--- src/rtl/adc_pkg.sv ---
// Shared constants and state encoding for the ADC sample averaging path.
package adc_pkg;

    localparam int ADC_DATA_W     = 8;
    localparam int AVG_LOG2_DEPTH = 3;

    typedef enum logic {
        AVG_FILL = 1'b0,
        AVG_RUN  = 1'b1
    } avg_state_t;

endpackage

--- src/rtl/avg_ring_buffer.sv ---
// Window storage for the averager: returns the oldest entry and overwrites it
// with the new sample on the same edge.
module avg_ring_buffer
    import adc_pkg::*;
#(
    parameter int DATA_W     = ADC_DATA_W,
    parameter int LOG2_DEPTH = AVG_LOG2_DEPTH
) (
    input  logic              clk,
    input  logic              reset,
    input  logic              clear,
    input  logic              wr_en,
    input  logic [DATA_W-1:0] wr_data,
    output logic [DATA_W-1:0] oldest
);

    localparam int DEPTH = 1 << LOG2_DEPTH;

    logic [DATA_W-1:0]     mem [DEPTH];
    logic [LOG2_DEPTH-1:0] wr_ptr;

    assign oldest = mem[wr_ptr];

    // NOTE: the array is reset and cleared on purpose; zeroed entries make
    // the evicted sample read as 0 while the window is still filling.
    always_ff @(posedge clk or negedge reset) begin
        if (!reset) begin
            wr_ptr <= '0;
            for (int i = 0; i < DEPTH; i++) mem[i] <= '0;
        end else if (clear) begin
            wr_ptr <= '0;
            for (int i = 0; i < DEPTH; i++) mem[i] <= '0;
        end else if (wr_en) begin
            mem[wr_ptr] <= wr_data;
            wr_ptr      <= wr_ptr + 1'b1;
        end
    end

endmodule

--- src/rtl/adc_sample_averager.sv ---
// Moving-average filter over the last 2^LOG2_DEPTH ADC conversions with a
// rounded mean output and one-cycle valid strobe.
module adc_sample_averager
    import adc_pkg::*;
#(
    parameter int DATA_W     = ADC_DATA_W,
    parameter int LOG2_DEPTH = AVG_LOG2_DEPTH
) (
    input  logic                  clk,
    input  logic                  reset,
    input  logic [DATA_W-1:0]     sample_in,
    input  logic                  sample_valid,
    input  logic                  clear,
    output logic [DATA_W-1:0]     avg_out,
    output logic                  avg_valid,
    output logic                  window_full,
    output logic [LOG2_DEPTH:0]   sample_count
);

    localparam int DEPTH = 1 << LOG2_DEPTH;
    localparam int SUM_W = DATA_W + LOG2_DEPTH + 1;
    localparam int CNT_W = LOG2_DEPTH + 1;

    avg_state_t        state;
    logic              accept;
    logic              avg_pending;
    logic [DATA_W-1:0] oldest;
    logic [SUM_W-1:0]  sum;
    logic [SUM_W-1:0]  sum_next;
    logic [SUM_W-1:0]  sum_rounded;

    assign accept      = sample_valid && !clear;
    // oldest is always part of sum, so the subtraction never wraps.
    assign sum_next    = sum + SUM_W'(sample_in) - SUM_W'(oldest);
    assign sum_rounded = sum + SUM_W'(1 << (LOG2_DEPTH - 1));

    avg_ring_buffer #(
        .DATA_W     (DATA_W),
        .LOG2_DEPTH (LOG2_DEPTH)
    ) u_ring (
        .clk     (clk),
        .reset   (reset),
        .clear   (clear),
        .wr_en   (accept),
        .wr_data (sample_in),
        .oldest  (oldest)
    );

    // NOTE: non-blocking throughout, so the output stage sees the sum
    // registered by the previous accept even when a new one lands this edge.
    always_ff @(posedge clk or negedge reset) begin
        if (!reset) begin
            state        <= AVG_FILL;
            sample_count <= '0;
            sum          <= '0;
            avg_pending  <= 1'b0;
            avg_out      <= '0;
            avg_valid    <= 1'b0;
            window_full  <= 1'b0;
        end else if (clear) begin
            state        <= AVG_FILL;
            sample_count <= '0;
            sum          <= '0;
            avg_pending  <= 1'b0;
            avg_out      <= '0;
            avg_valid    <= 1'b0;
            window_full  <= 1'b0;
        end else begin
            avg_valid   <= avg_pending;
            avg_pending <= 1'b0;
            if (avg_pending) avg_out <= sum_rounded[LOG2_DEPTH +: DATA_W];

            if (accept) begin
                sum <= sum_next;
                if (state == AVG_RUN) begin
                    avg_pending <= 1'b1;
                end else begin
                    sample_count <= sample_count + 1'b1;
                    if (sample_count == CNT_W'(DEPTH - 1)) begin
                        state       <= AVG_RUN;
                        window_full <= 1'b1;
                        avg_pending <= 1'b1;
                    end
                end
            end
        end
    end

endmodule

--- config.mk ---
export PLATFORM = sky130hd
export DESIGN_NAME = adc_sample_averager
export DESIGN_NICKNAME = d
export VERILOG_FILES = /design/src/rtl/adc_pkg.sv /design/src/rtl/avg_ring_buffer.sv /design/src/rtl/adc_sample_averager.sv
export SDC_FILE = /design/constraint.sdc
export NUM_CORES = 1
export LEC_CHECK = 0
export ABC_AREA = 0
export ABC_CLOCK_PERIOD_IN_PS = 4800
export CORE_ASPECT_RATIO = 0.75
export CORE_MARGIN = 2
export CORE_UTILIZATION = 55
export DETAILED_ROUTE_END_ITERATION = 7
export MAX_ROUTING_LAYER = met4
export PLACE_DENSITY = 0.79
export SYNTH_ARGS = -nofsm -noshare
export SYNTH_HDL_FRONTEND = slang
export SYNTH_SLANG_ARGS = --single-unit
--- constraint.sdc ---
create_clock -name clk -period 4.8 [get_ports clk]
set_input_delay 1.2 -clock clk [delete_from_list [all_inputs] [get_ports clk]]
set_output_delay 1.2 -clock clk [all_outputs]
set_load 0.05 [all_outputs]
Word level (Yosys, flattened, before mapping)
Index checks and enable logic that the tools add are counted.
{ "op_classes": {"bitwise": 1, "mul": 0, "eq_ne": 2, "mux": 28, "n_div": 0, "n_addsub": 5, "n_reduce_logical": 8, "n_shift": 0, "magnitude_cmp": 2} }
{ "ops": {"columns": ["operator", "count"], "rows": [
  ["$mux W64", 2],
  ["$bwmux W64", 1],
  ["$mux W8", 5],
  ["$bmux W8 S3", 1],
  ["$demux W8 S3", 1],
  ["$mux W12", 2],
  ["$add A12 B8 Y12", 1],
  ["$mux W4", 3],
  ["$sub A12 B8 Y12", 1],
  ["$add A11 B3 Y11 const B", 1],
  ["$mux W1", 11],
  ["$mux W3", 2],
  ["$reduce_bool A2 Y1", 3],
  ["$add A4 B1 Y4 const B", 1],
  ["$eq A4 B3 Y1 const B", 1],
  ["$ge A4 B4 Y1 const B", 1],
  ["$lt A4 B1 Y1 const B", 1],
  ["$not A3 Y4", 1],
  ["$add A3 B1 Y3 const B", 1],
  ["$reduce_and A3 Y1", 1],
  ["$logic_and A1 B1 Y1", 2],
  ["$ne A2 B2 Y1 const B", 1],
  ["$reduce_and A2 Y1", 1],
  ["$logic_not A1 Y1", 1]
]} }
{ "word_totals": {"output_inout_bits": 14, "ram_bits": 0, "inputBits": 12, "ff_bits": 95, "mem_count": 0, "latchBits": 0, "word_cells": 62, "mem_bits_ro": 0} }

Longest topological paths before layout
Gate-level depths: netlist of run 1.
{ "logic_depth": {"ltp_word": 8, "depth_mapped": 15, "depth_no_buf": 13} }

Modules after synthesis
A second synthesis of run 1 with hierarchy kept.
{ "hier_totals": {"cells_unflattened": 550, "hier_area_um2": 5422.7} }
{ "modules_own_cells": {"columns": ["mod", "n_inst", "seq_area_each_um2", "area_per_inst_um2", "cells_each"], "rows": [
  ["avg_ring_buffer", 1, 1676.6, 3439.5, 333],
  ["adc_sample_averager", 1, 675.6, 1983.2, 217]
]} }

Worst setup path after synthesis of run 1
Ideal clock, no wire load.
{ "synth_path": {"path_kind": "input to register", "startpoint": "in sample_in[7]", "endpoint": "reg sum[10]", "slack_ps": 999, "arrival_time_ps": 3673, "cell_stages": 11, "setup_ps": 128, "t_required_ps": 4672, "path_buffers": 2, "path_cell_list": "clkbuf_1 inv_1 fa_1 inv_1 ha_1 buf_6 a211o_1 a21oi_1 or3b_1 o211ai_1 mux2_1"} }
{ "synth_between": {"elab_chain_len": 4} }
{ "synth_rtl": {"columns": ["element", "line_no", "rtl"], "rows": [
  ["start, declared", "adc_sample_averager.sv:11", "input logic [DATA_W-1:0] sample_in,"],
  ["$add A12 B8 Y12", "adc_sample_averager.sv:34", "assign sum_next = sum + SUM_W'(sample_in) - SUM_W'(oldest);"],
  ["$sub A12 B8 Y12", "adc_sample_averager.sv:34", null],
  ["$mux W12", "adc_sample_averager.sv:73", "if (accept) begin"],
  ["$mux W12", "adc_sample_averager.sv:60", "end else if (clear) begin"],
  ["end signal, assigned", "adc_sample_averager.sv:74", "sum <= sum_next;"],
  ["end, declared", "adc_sample_averager.sv:28", "logic [SUM_W-1:0] sum;"]
]} }
No other way between the ends. The select of a mux whose other input is x is not followed.
A chain may end at the register's enable or synchronous reset.

Final worst setup path of run 1
{ "layout_path": {"startpoint": "reg u_ring.wr_ptr[2]", "endpoint": "reg sum[10]"} }
{ "layout_between": {"elab_chain_len": 7} }
{ "layout_rtl": {"columns": ["element", "line_no", "rtl"], "rows": [
  ["start, declared", "avg_ring_buffer.sv:20", "logic [LOG2_DEPTH-1:0] wr_ptr;"],
  ["start signal, assigned", "avg_ring_buffer.sv:35", "wr_ptr <= wr_ptr + 1'b1;"],
  ["$not A3 Y4 (implied by the code)", "avg_ring_buffer.sv:22", "assign oldest = mem[wr_ptr];"],
  ["$bmux W8 S3", "avg_ring_buffer.sv:22", null],
  ["$mux W8 (implied by the code) (2 in a row)", "avg_ring_buffer.sv:22", null],
  ["$sub A12 B8 Y12", "adc_sample_averager.sv:34", null],
  ["$mux W12", "adc_sample_averager.sv:73", null],
  ["$mux W12", "adc_sample_averager.sv:60", null]
]} }
No other way between the ends. The select of a mux whose other input is x is not followed.

==> results of run 1 <==
-- cell usage in the layout (no fill, tap or decap), drive strengths merged, types with 3 or more instances in the layout --
master / Yosys / routed
dfrtp: 94 / 94
nor3: 4 / 4
nand3: 10 / 10
and3: 4 / 4
fa: 8 / 8
clkbuf: 21 / 12
xnor2: 10 / 10
nand2: 117 / 117
o21ai: 5 / 5
o21a: 4 / 4
nor2: 59 / 59
a221oi: 9 / 9
a21o: 4 / 4
o211ai: 3 / 3
ha: 15 / 15
a211oi: 9 / 9
mux2: 6 / 6
mux2i: 25 / 25
nor2b: 9 / 9
inv: 36 / 36
mux4: 4 / 4
nand2b: 5 / 5
buf: 11 / 16
a22oi: 5 / 5
xor2: 4 / 4
nand4: 4 / 4
a21oi: 63 / 63
and2: 3 / 3
clkdlybuf4s50: 0 / 23
-- critical path, stage by stage (launching register included) --
cell and delay (ns):
dfrtp_1 0.96, nor2_1 0.21, a221oi_1 0.36, a21oi_1 0.07, or2_2 0.32, fa_1 0.49, inv_1 0.04, ha_1 0.36
o211a_1 0.23, o31a_1 0.14, or3b_1 0.40, o211ai_1 0.12, mux2_1 0.34
-- power breakdown --
| part | switching, mW | leakage, nW | internal, mW |
|---|---|---|---|
| Clock | 0.298 | 0.151 | 0.442 |
| Combinational | 0.440 | 1.11 | 0.312 |
| Sequential | 0.0528 | 1.30 | 0.838 |
-- flip-flops by register name, summed over array words and instances (netlist names) --
register	flops
avg_out	8
avg_valid	1
window_full	1
avg_pending	1
sample_count	4
state	1
u_ring.mem	64
u_ring.wr_ptr	3
sum	11
-- cells by family after synthesis --
logic type | share of synthesized area, %
simple gates | 18.12
buf+inv | 5.223
xor+xnor | 2.358
mux | 7.846
flops | 45.25
fa+ha+maj | 6.691
compound gates | 14.51
-- per-stage QoR --
stage | hold WS (ns) | cell area (um2) | power, mW
2_1_floorplan | 0.4806 | 5199 | 1.458
3_3_place_gp | 0.4879 | 5570 | 1.600
3_5_place_dp | 0.4845 | 5570 | 1.633
4_1_cts | 0.5003 | 5879 | 2.377
5_1_grt | 0.5111 | 5879 | 2.518
6_report | 0.4941 | 5879 | 2.383
-- metal layers --
metal / up-vias / wire length (um) / global-route usage, %
met4: 0 / 220 / 8.009
met5: - / 0 / -
met1: 2102 / 5821 / 40.04
met2: 198 / 5851 / 41.75
met3: 24 / 1268 / 7.405
li1: 1973 / - / -
-- cell type report --
cell class	count	area share, %
multi-input combinational	412	43.80
sequential	94	40.01
timing repair buffer	39	5.916
clock buffer	12	4.533
tap	128	2.724
inverter	36	2.298
clock inverter	3	0.7236
-- worst max path at each step --
stage	to	depth (start not counted)
5_1_grt	sum[10]$_DFFE_PN0P_	12
2_1_floorplan	sum[10]$_DFFE_PN0P_	11
3_3_place_gp	sum[10]$_DFFE_PN0P_	10
3_5_place_dp	sum[10]$_DFFE_PN0P_	10
4_1_cts	sum[10]$_DFFE_PN0P_	12
6_report	sum[10]$_DFFE_PN0P_	12
==> impl_metrics.env, run 1 <==
export IMPL_yosysSeqAreaShare_pct=45.25
export IMPL_core_area_um2=9121
export IMPL_cts_resized=0
export IMPL_start_kind="flop"
export IMPL_worst_pin_slew_ns=0.9681
export IMPL_numPortBuffers=25
export IMPL_whs_path_depth=2
export IMPL_placementRows=30
export IMPL_fin_setup_tns_ns=0
export IMPL_fin_cells=724
export IMPL_async_reset_ff_share_pct=100.0
export IMPL_cts_sinks=94
export IMPL_cts_buffer_depth=2
export IMPL_synth_nets=609
export IMPL_die_area_um2=10250
export IMPL_antenna_cells=0
export IMPL_dpl_cell_count=709
export IMPL_nNetsFinal=627
export IMPL_post_cts_repair_setup_buffers=0
export IMPL_ys_types=51
export IMPL_start_util_pct=57.00
export IMPL_worstPathRequired_ns=5.03
export IMPL_worst_r2r_path_depth=12
export IMPL_vias=4297
export IMPL_place_ws_ns=0.4473
export IMPL_synthTopCellsByCount="nand2_1 (117), dfrtp_1 (94), a21oi_1 (63)"
export IMPL_insertion_delay_ns=0.35
export IMPL_hold_buffers=0
export IMPL_holdPathEnd="window_full$_DFFE_PN0P_"
export IMPL_critPathLaunch="u_ring.wr_ptr[2]$_DFFE_PN0P_"
export IMPL_ir_worst_vdd_mv=0.2155
export IMPL_htree_num_levels=3
export IMPL_rr_startpoint="u_ring.wr_ptr[2]$_DFFE_PN0P_"
export IMPL_viasPerCell=5.935
export IMPL_pin_count=26
export IMPL_grt_pass1_vias=4028
export IMPL_timing_rr_end="sum[10]$_DFFE_PN0P_"
export IMPL_finalCritPeriodShare_pct=86.45
export IMPL_areaGrowthSynthToFinish_pct=13.09
export IMPL_synth_area_um2=5199
export IMPL_numCtsBuffers=9
export IMPL_drc=0
export IMPL_setup_viol=0
export IMPL_nFillCells=809
export IMPL_first_pass_iters=5
export IMPL_ys_warn_count=0
export IMPL_skew_ns=0.005005
export IMPL_grt_max_degree=72
export IMPL_syn_area_per_cell_um2=9.057
export IMPL_initialDrtViolationCount=503
export IMPL_multiInputGateArea_um2=2575
export IMPL_ant_nets=0
export IMPL_crit_arrival_ns=4.38
export IMPL_maxSlewHeadroom_pct=35.46
export IMPL_outcome="complete, no violations"
export IMPL_ys_flop_type="dfrtp_1"
export IMPL_synth_seq_cells=94
export IMPL_maxCapViolCount=0
export IMPL_hold_class="reg2reg"
export IMPL_gp_congestion=0.9229
export IMPL_grt_antenna_before_repair=0
export IMPL_synth_most_common_cell="nand2_1"
export IMPL_drt_wl_total_mm=13.16
export IMPL_final_util_pct=64.46
export IMPL_clkTransAtPathRegs_ns=0.06
export IMPL_die_w_um=116.3
export IMPL_p_per_area_nw_per_um2=405.4
export IMPL_post_synth_top_area_cell="dfrtp_1"
export IMPL_hold_start="window_full$_DFFE_PN0P_"
export IMPL_grt_usage_pct=28.72
export IMPL_grt_setup_unrepaired="no"
export IMPL_final_hold_viol_count=0
export IMPL_synthCells=574
export IMPL_cts_tree="yes"
export IMPL_final_seq_area_um2=2352
export IMPL_setup_slack_ns=0.6506
export IMPL_worstSetupPathType="reg2reg"
export IMPL_synthTopCellsByArea="dfrtp_1 (45%), nand2_1 (8.4%), a21oi_1 (6.1%)"
export IMPL_r2r_setup_slack_ns=0.65
export IMPL_worst_setup_path_end_kind="flop"
export IMPL_dieHeight_um=88.20
export IMPL_max_freq_mhz=241.0
export IMPL_grt_overflow=0
export IMPL_drive_above_1_share_pct=7.718
export IMPL_avgRoutedWirePerCell_um=18.18
export IMPL_grt_pass1_wl_mm=21.39
export IMPL_drv_slew=0
export IMPL_p_leak_nw=2.559
export IMPL_crit_fanout=24
export IMPL_cts_root_buf="clkbuf_16"
export IMPL_place_detailed_hpwl_mm=9.001
export IMPL_synth_top_area_share_pct=45.25
export IMPL_synth_edff_count=0
export IMPL_layout_min_cycle_time_ns=4.149
Power figures use the tool's default switching activity.
==> run 2, diff against run 1 <==
--- a/config.mk
+++ b/config.mk
@@ -6,13 +6,14 @@
 export NUM_CORES = 1
 export LEC_CHECK = 0
 export ABC_AREA = 0
-export ABC_CLOCK_PERIOD_IN_PS = 4800
+export ABC_CLOCK_PERIOD_IN_PS = 3400
 export CORE_ASPECT_RATIO = 0.75
 export CORE_MARGIN = 2
 export CORE_UTILIZATION = 55
+export CTS_CLUSTER_SIZE = 28
 export DETAILED_ROUTE_END_ITERATION = 7
 export MAX_ROUTING_LAYER = met4
-export PLACE_DENSITY = 0.79
+export PLACE_DENSITY = 0.82
 export SYNTH_ARGS = -nofsm -noshare
 export SYNTH_HDL_FRONTEND = slang
 export SYNTH_SLANG_ARGS = --single-unit
==> constraint.sdc (replaced) <==
create_clock -name clk -period 3.4 [get_ports clk]
set_input_delay 0.85 -clock clk [delete_from_list [all_inputs] [get_ports clk]]
set_output_delay 0.85 -clock clk [all_outputs]
set_load 0.05 [all_outputs]
==> run 2 against run 1 <==
Compared with the run above: combinational power grew 94%; non-clock buffer count grew 55; the run now ends with setup timing left; largest power group is now combinational logic; highest routed layer unchanged; clock power grew 36%; sequential share of layout area shrank 3.8 points.
==> impl_metrics.env, run 2 (synthesis results as in run 1) <==
export IMPL_first_pass_iters=5
export IMPL_final_cell_mix="nand2_1 (117), dfrtp_1 (93), buf_4 (63)"
export IMPL_nNetsFinal=682
export IMPL_crit_path_frequent_cell="o211ai_1"
export IMPL_antenna_cells=0
export IMPL_htree_num_levels=3
export IMPL_regMostFlops="u_ring.mem"
export IMPL_placementRows=30
export IMPL_failed_checks="setup timing"
export IMPL_maxCapViolCount=0
export IMPL_grt_pass1_wl_mm=23.27
export IMPL_final_hold_viol_count=0
export IMPL_cts_tree="yes"
export IMPL_dieHeight_um=88.20
export IMPL_skew_ns=0.005280
export IMPL_grt_usage_pct=31.34
export IMPL_numPortBuffers=25
export IMPL_worstPathRequired_ns=3.63
export IMPL_areaGrowthSynthToFinish_pct=24.89
export IMPL_dpl_cell_count=759
export IMPL_numCtsBuffers=9
export IMPL_critical_path_slowest_cell="fa_1"
export IMPL_drv_slew=0
export IMPL_hold_class="in2async"
export IMPL_grt_setup_unrepaired="yes"
export IMPL_grt_overflow=0
export IMPL_crit_fanout=17
export IMPL_die_w_um=116.3
export IMPL_core_area_um2=9121
export IMPL_start_util_pct=57.00
export IMPL_slowest_delay_ns=0.58
export IMPL_avgRoutedWirePerCell_um=19.09
export IMPL_crit_arrival_ns=3.75
export IMPL_outcome="finished with violations"
export IMPL_final_common_cell="nand2_1"
export IMPL_layout_min_cycle_time_ns=3.526
export IMPL_place_detailed_hpwl_mm=10.26
export IMPL_p_per_area_nw_per_um2=575.0
export IMPL_crit_chain="buf_12, and2_2, a22o_1, a32oi_1, o211ai_1, fa_1, fa_2, nor2b_2, o31a_1, or3b_1, o211ai_1, mux2_1"
export IMPL_worst_pin_slew_ns=0.8212
export IMPL_p_leak_nw=2.869
export IMPL_vias=4749
export IMPL_cts_sinks=94
export IMPL_gp_congestion=0.9706
export IMPL_max_freq_mhz=283.6
export IMPL_drt_wl_total_mm=14.87
export IMPL_die_area_um2=10250
export IMPL_grt_max_degree=52
export IMPL_cts_buffer_depth=2
export IMPL_viasPerCell=6.096
export IMPL_cts_root_buf="clkbuf_16"
export IMPL_clkTransAtPathRegs_ns=0.06
export IMPL_grt_pass1_vias=4501
export IMPL_postPlaceCellArea_um2=6021
export IMPL_worstSetupPathType="reg2reg"
export IMPL_hold_buffers=0
export IMPL_fin_cells=779
export IMPL_initialDrtViolationCount=518
export IMPL_place_ws_ns=-0.3644
export IMPL_largest_reg_flops=64
export IMPL_top_regs="u_ring.mem x64, sum x11, avg_out x8"
export IMPL_design_area_um2=6492
export IMPL_start_kind="flop"
export IMPL_insertion_delay_ns=0.35
export IMPL_setup_viol=2
export IMPL_finalCritPeriodShare_pct=103.7
export IMPL_setup_slack_ns=-0.1261
export IMPL_drive_above_1_share_pct=19.97
export IMPL_ir_worst_vdd_mv=0.3796
export IMPL_grt_antenna_before_repair=0
export IMPL_ant_nets=0
export IMPL_worst_setup_path_end_kind="flop"
export IMPL_pin_count=26
export IMPL_drc=0
export IMPL_maxSlewHeadroom_pct=45.26
==> run 2: cell count changes in the layout (fill, tap and decap cells not counted), moves of 3 or more <==
cell,previous run,this run
buf_4,15,63
a221oi_1,9,4
a221oi_2,0,5
buf_12,0,5
ha_1,15,10
inv_1,36,32
inv_2,0,4
a21oi_1,63,60
ha_4,0,3
==> run 2: worst paths after layout <==
path | start | end | slack (ns) | cells after the start
max in group asynchronous | reset | sum[1]$_DFFE_PN0P_ | 2.22 | 2
min in group clk | window_full$_DFFE_PN0P_ | window_full$_DFFE_PN0P_ | 0.52 | 2
worst min register to register | window_full$_DFFE_PN0P_ | window_full$_DFFE_PN0P_ | 0.52 | 2
worst min-delay path | reset | u_ring.mem[6]$_DFFE_PN0P_ | 0.51 | 1
worst max register to register | u_ring.wr_ptr[2]$_DFFE_PN0P_ | sum[10]$_DFFE_PN0P_ | -0.13 | 12
worst max-delay path | u_ring.wr_ptr[2]$_DFFE_PN0P_ | sum[10]$_DFFE_PN0P_ | -0.13 | 12
==> run 2: area by class of cell <==
| class | instances | area (um2) |
|---|---|---|
| Clock buffer | 12 | 246.5 |
| Clock inverter | 3 | 45.04 |
| Fill cell | 650 | 2629 |
| Inverter | 36 | 135.1 |
| Multi-Input combinational cell | 412 | 2721 |
| Sequential cell | 94 | 2354 |
| Tap cell | 128 | 160.2 |
| Timing Repair Buffer | 94 | 830.8 |
==> run 2: timing repair <==
action,in CTS,in global routing
setup endpoints to repair,5,6
gates resized for setup,12,25
setup buffers,0,5
pin swaps,2,14
==> run 2: routing by layer <==
metal  up-vias  global-route usage, %  wire length (um)
met5         -                      -                 0
met4         0                  9.524               380
met3        58                  6.228              1579
met2       303                  46.56              6776
met1      2297                  43.78              6132
li1       2091                      -                 -
==> run 2: worst max-delay path: cells and delay by family (launching register included) <==
family | cells | cell delay [ns]
compound gates | 5 | 1.03
buf+inv | 1 | 0.16
fa+ha+maj | 2 | 0.83
mux | 1 | 0.34
flops | 1 | 0.40
simple gates | 3 | 0.63
==> run 2: power breakdown <==
part           internal, mW  leakage (nW)  total, mW  switching (mW)
combinational         0.681          1.44       1.46           0.781
clock                 0.587         0.135       1.01           0.421
sequential             1.18          1.29       1.26          0.0796
total                  2.45          2.87       3.73            1.28
==> run 2: through the flow <==
stage               TNS [ns]  power (mW)  util [%]  hold WS [ns]
CTS                 -0.09198       3.581     69.79        0.5189
global placement     -0.5105       2.493     66.01        0.4913
finish               -0.1591       3.733     71.18        0.5081
floorplan                  0       2.078         -        0.4806
detailed placement   -0.6771       2.555     66.01        0.5014
global route         -0.4560       3.895     71.18        0.5481
==> run 3, diff against run 2 <==
--- a/config.mk
+++ b/config.mk
@@ -14,6 +14,7 @@
 export DETAILED_ROUTE_END_ITERATION = 7
 export MAX_ROUTING_LAYER = met4
 export PLACE_DENSITY = 0.82
+export SKIP_CTS_REPAIR_TIMING = 1
 export SYNTH_ARGS = -nofsm -noshare
 export SYNTH_HDL_FRONTEND = slang
 export SYNTH_SLANG_ARGS = --single-unit
==> run 3 against run 2 <==
Compared with the run above: fmax down 2.7%; largest power group unchanged; clock skew about the same; via count up 1.1%; clock power about the same; sequential power about the same; the flow still finishes with violations (setup timing); die area unchanged.
==> impl_metrics.env, run 3 (synthesis results as in run 1) <==
export IMPL_drv_slew=0
export IMPL_viasPerCell=6.118
export IMPL_nFillCells=625
export IMPL_drt_wl_total_mm=15.50
export IMPL_worst_setup_path_end_kind="flop"
export IMPL_outcome="finished with violations"
export IMPL_worstPathRequired_ns=3.63
export IMPL_dieHeight_um=88.20
export IMPL_final_hold_viol_count=0
export IMPL_grt_max_degree=52
export IMPL_layout_min_cycle_time_ns=3.625
export IMPL_rr_startpoint="u_ring.wr_ptr[1]$_DFFE_PN0P_"
export IMPL_crit_chain="buf_12, inv_1, nor2_2, buf_4, a22o_1, a221o_1, fa_1, inv_1, ha_1, o211a_1, o31a_1, or3b_1, o211ai_1, mux2_1"
export IMPL_regMostFlops="u_ring.mem"
export IMPL_avgRoutedWirePerCell_um=19.75
export IMPL_slowest_delay_ns=0.50
export IMPL_place_ws_ns=-0.3644
export IMPL_gp_congestion=0.9706
export IMPL_drive_above_1_share_pct=22.53
export IMPL_maxCapViolCount=0
export IMPL_fin_cells=785
export IMPL_cts_root_buf="clkbuf_16"
export IMPL_initialDrtViolationCount=739
export IMPL_crit_path_frequent_cell="inv_1"
export IMPL_htree_num_levels=3
export IMPL_design_area_um2=6649
export IMPL_timing_rr_end="sum[10]$_DFFE_PN0P_"
export IMPL_first_pass_iters=5
export IMPL_place_detailed_hpwl_mm=10.26
export IMPL_largest_reg_flops=64
export IMPL_finalCritPeriodShare_pct=106.6
export IMPL_core_area_um2=9121
export IMPL_final_common_cell="nand2_1"
export IMPL_ant_nets=0
export IMPL_numCtsBuffers=9
export IMPL_grt_pass1_wl_mm=23.04
export IMPL_cts_sinks=94
export IMPL_start_util_pct=57.00
export IMPL_r2r_setup_slack_ns=-0.22
export IMPL_dpl_cell_count=759
export IMPL_cts_tree="yes"
export IMPL_grt_setup_unrepaired="yes"
export IMPL_worst_r2r_path_depth=14
export IMPL_cts_buffer_depth=2
export IMPL_placementRows=30
export IMPL_p_leak_nw=2.914
export IMPL_nNetsFinal=688
export IMPL_final_util_pct=72.89
export IMPL_vias=4803
export IMPL_setup_viol=5
export IMPL_antenna_cells=0
export IMPL_maxSlewHeadroom_pct=42.08
export IMPL_final_cell_mix="nand2_1 (117), dfrtp_1 (92), buf_4 (65)"
export IMPL_p_per_area_nw_per_um2=577.0
export IMPL_grt_pass1_vias=4472
export IMPL_postPlaceCellArea_um2=6021
export IMPL_grt_usage_pct=31.06
export IMPL_insertion_delay_ns=0.35
export IMPL_areaGrowthSynthToFinish_pct=27.89
export IMPL_critical_path_slowest_cell="fa_1"
export IMPL_pin_count=26
export IMPL_hold_ws_ns=0.5071
export IMPL_setup_slack_ns=-0.2248
export IMPL_ir_worst_vdd_mv=0.3878
export IMPL_crit_arrival_ns=3.85
export IMPL_failed_checks="setup timing"
export IMPL_crit_fanout=5
export IMPL_grt_antenna_before_repair=0
export IMPL_skew_ns=0.005365
export IMPL_top_regs="u_ring.mem x64, sum x11, avg_out x8"
export IMPL_drc=0
export IMPL_die_w_um=116.3
export IMPL_start_kind="flop"
export IMPL_grt_overflow=0
export IMPL_max_freq_mhz=275.9
export IMPL_numPortBuffers=25
export IMPL_worstSetupPathType="reg2reg"
export IMPL_die_area_um2=10250
export IMPL_clkTransAtPathRegs_ns=0.06
export IMPL_hold_class="in2async"
export IMPL_worst_pin_slew_ns=0.8688
run 3: changes by cell type in the layout (fill, tap and decap cells not counted), sizes merged:
| cell | before | now |
|---|---|---|
| buf | 71 | 76 |
| clkbuf | 12 | 13 |
run 3: worst max-delay path by stage:
stage	start	to	slack, ns	cells after the start
finish	u_ring.wr_ptr[1]$_DFFE_PN0P_	sum[10]$_DFFE_PN0P_	-0.22	14
global route	u_ring.wr_ptr[1]$_DFFE_PN0P_	sum[10]$_DFFE_PN0P_	-0.30	14
detailed placement	sample_in[2]	sum[10]$_DFFE_PN0P_	-0.36	10
CTS	u_ring.wr_ptr[0]$_DFFE_PN0P_	sum[10]$_DFFE_PN0P_	-0.22	13
floorplan	sample_in[2]	sum[10]$_DFFE_PN0P_	0.005	10
global placement	sample_in[2]	sum[10]$_DFFE_PN0P_	-0.32	10
run 3: layout make-up:
class                      instances  area [um2]  area share [%]
clock buffer                      12       246.5           3.707
clock inverter                     3       45.04          0.6775
inverter                          36       135.1           2.032
multi-input combinational        412        2799           42.10
sequential                        94        2355           35.42
tap                              128       160.2           2.409
timing repair buffer             100       908.4           13.66
run 3: stage by stage:
stage | power [mW] | TNS [ns]
floorplan | 2.078 | 0
global placement | 2.493 | -0.5105
detailed placement | 2.555 | -0.6771
CTS | 3.562 | -0.4059
global route | 3.995 | -0.8245
finish | 3.837 | -0.4195
run 3: metal layers:
layer / up-vias / global-route usage [%] / wire length, um / share of wire, %
met1: 2311 / 43.42 / 6253 / 40
li1: 2106 / - / - / -
met4: 0 / 9.307 / 489 / 3.2
met5: - / - / 0 / 0
met3: 65 / 6.436 / 1698 / 11
met2: 321 / 45.98 / 7063 / 46
run 3: critical path, delay by kind of cell, from the launching register on:
family,cells,cell delay (ns)
buf+inv,4,0.47
simple gates,2,0.45
fa+ha+maj,2,0.83
mux,1,0.35
compound gates,5,0.93
flops,1,0.46
run 3: where the power goes:
part | leakage (nW) | internal, mW | total (mW) | switching, mW
logic | 1.49 | 0.734 | 1.56 | 0.828
registers | 1.29 | 1.18 | 1.27 | 0.0834
clock network | 0.135 | 0.587 | 1.01 | 0.421
total | 2.91 | 2.50 | 3.84 | 1.33
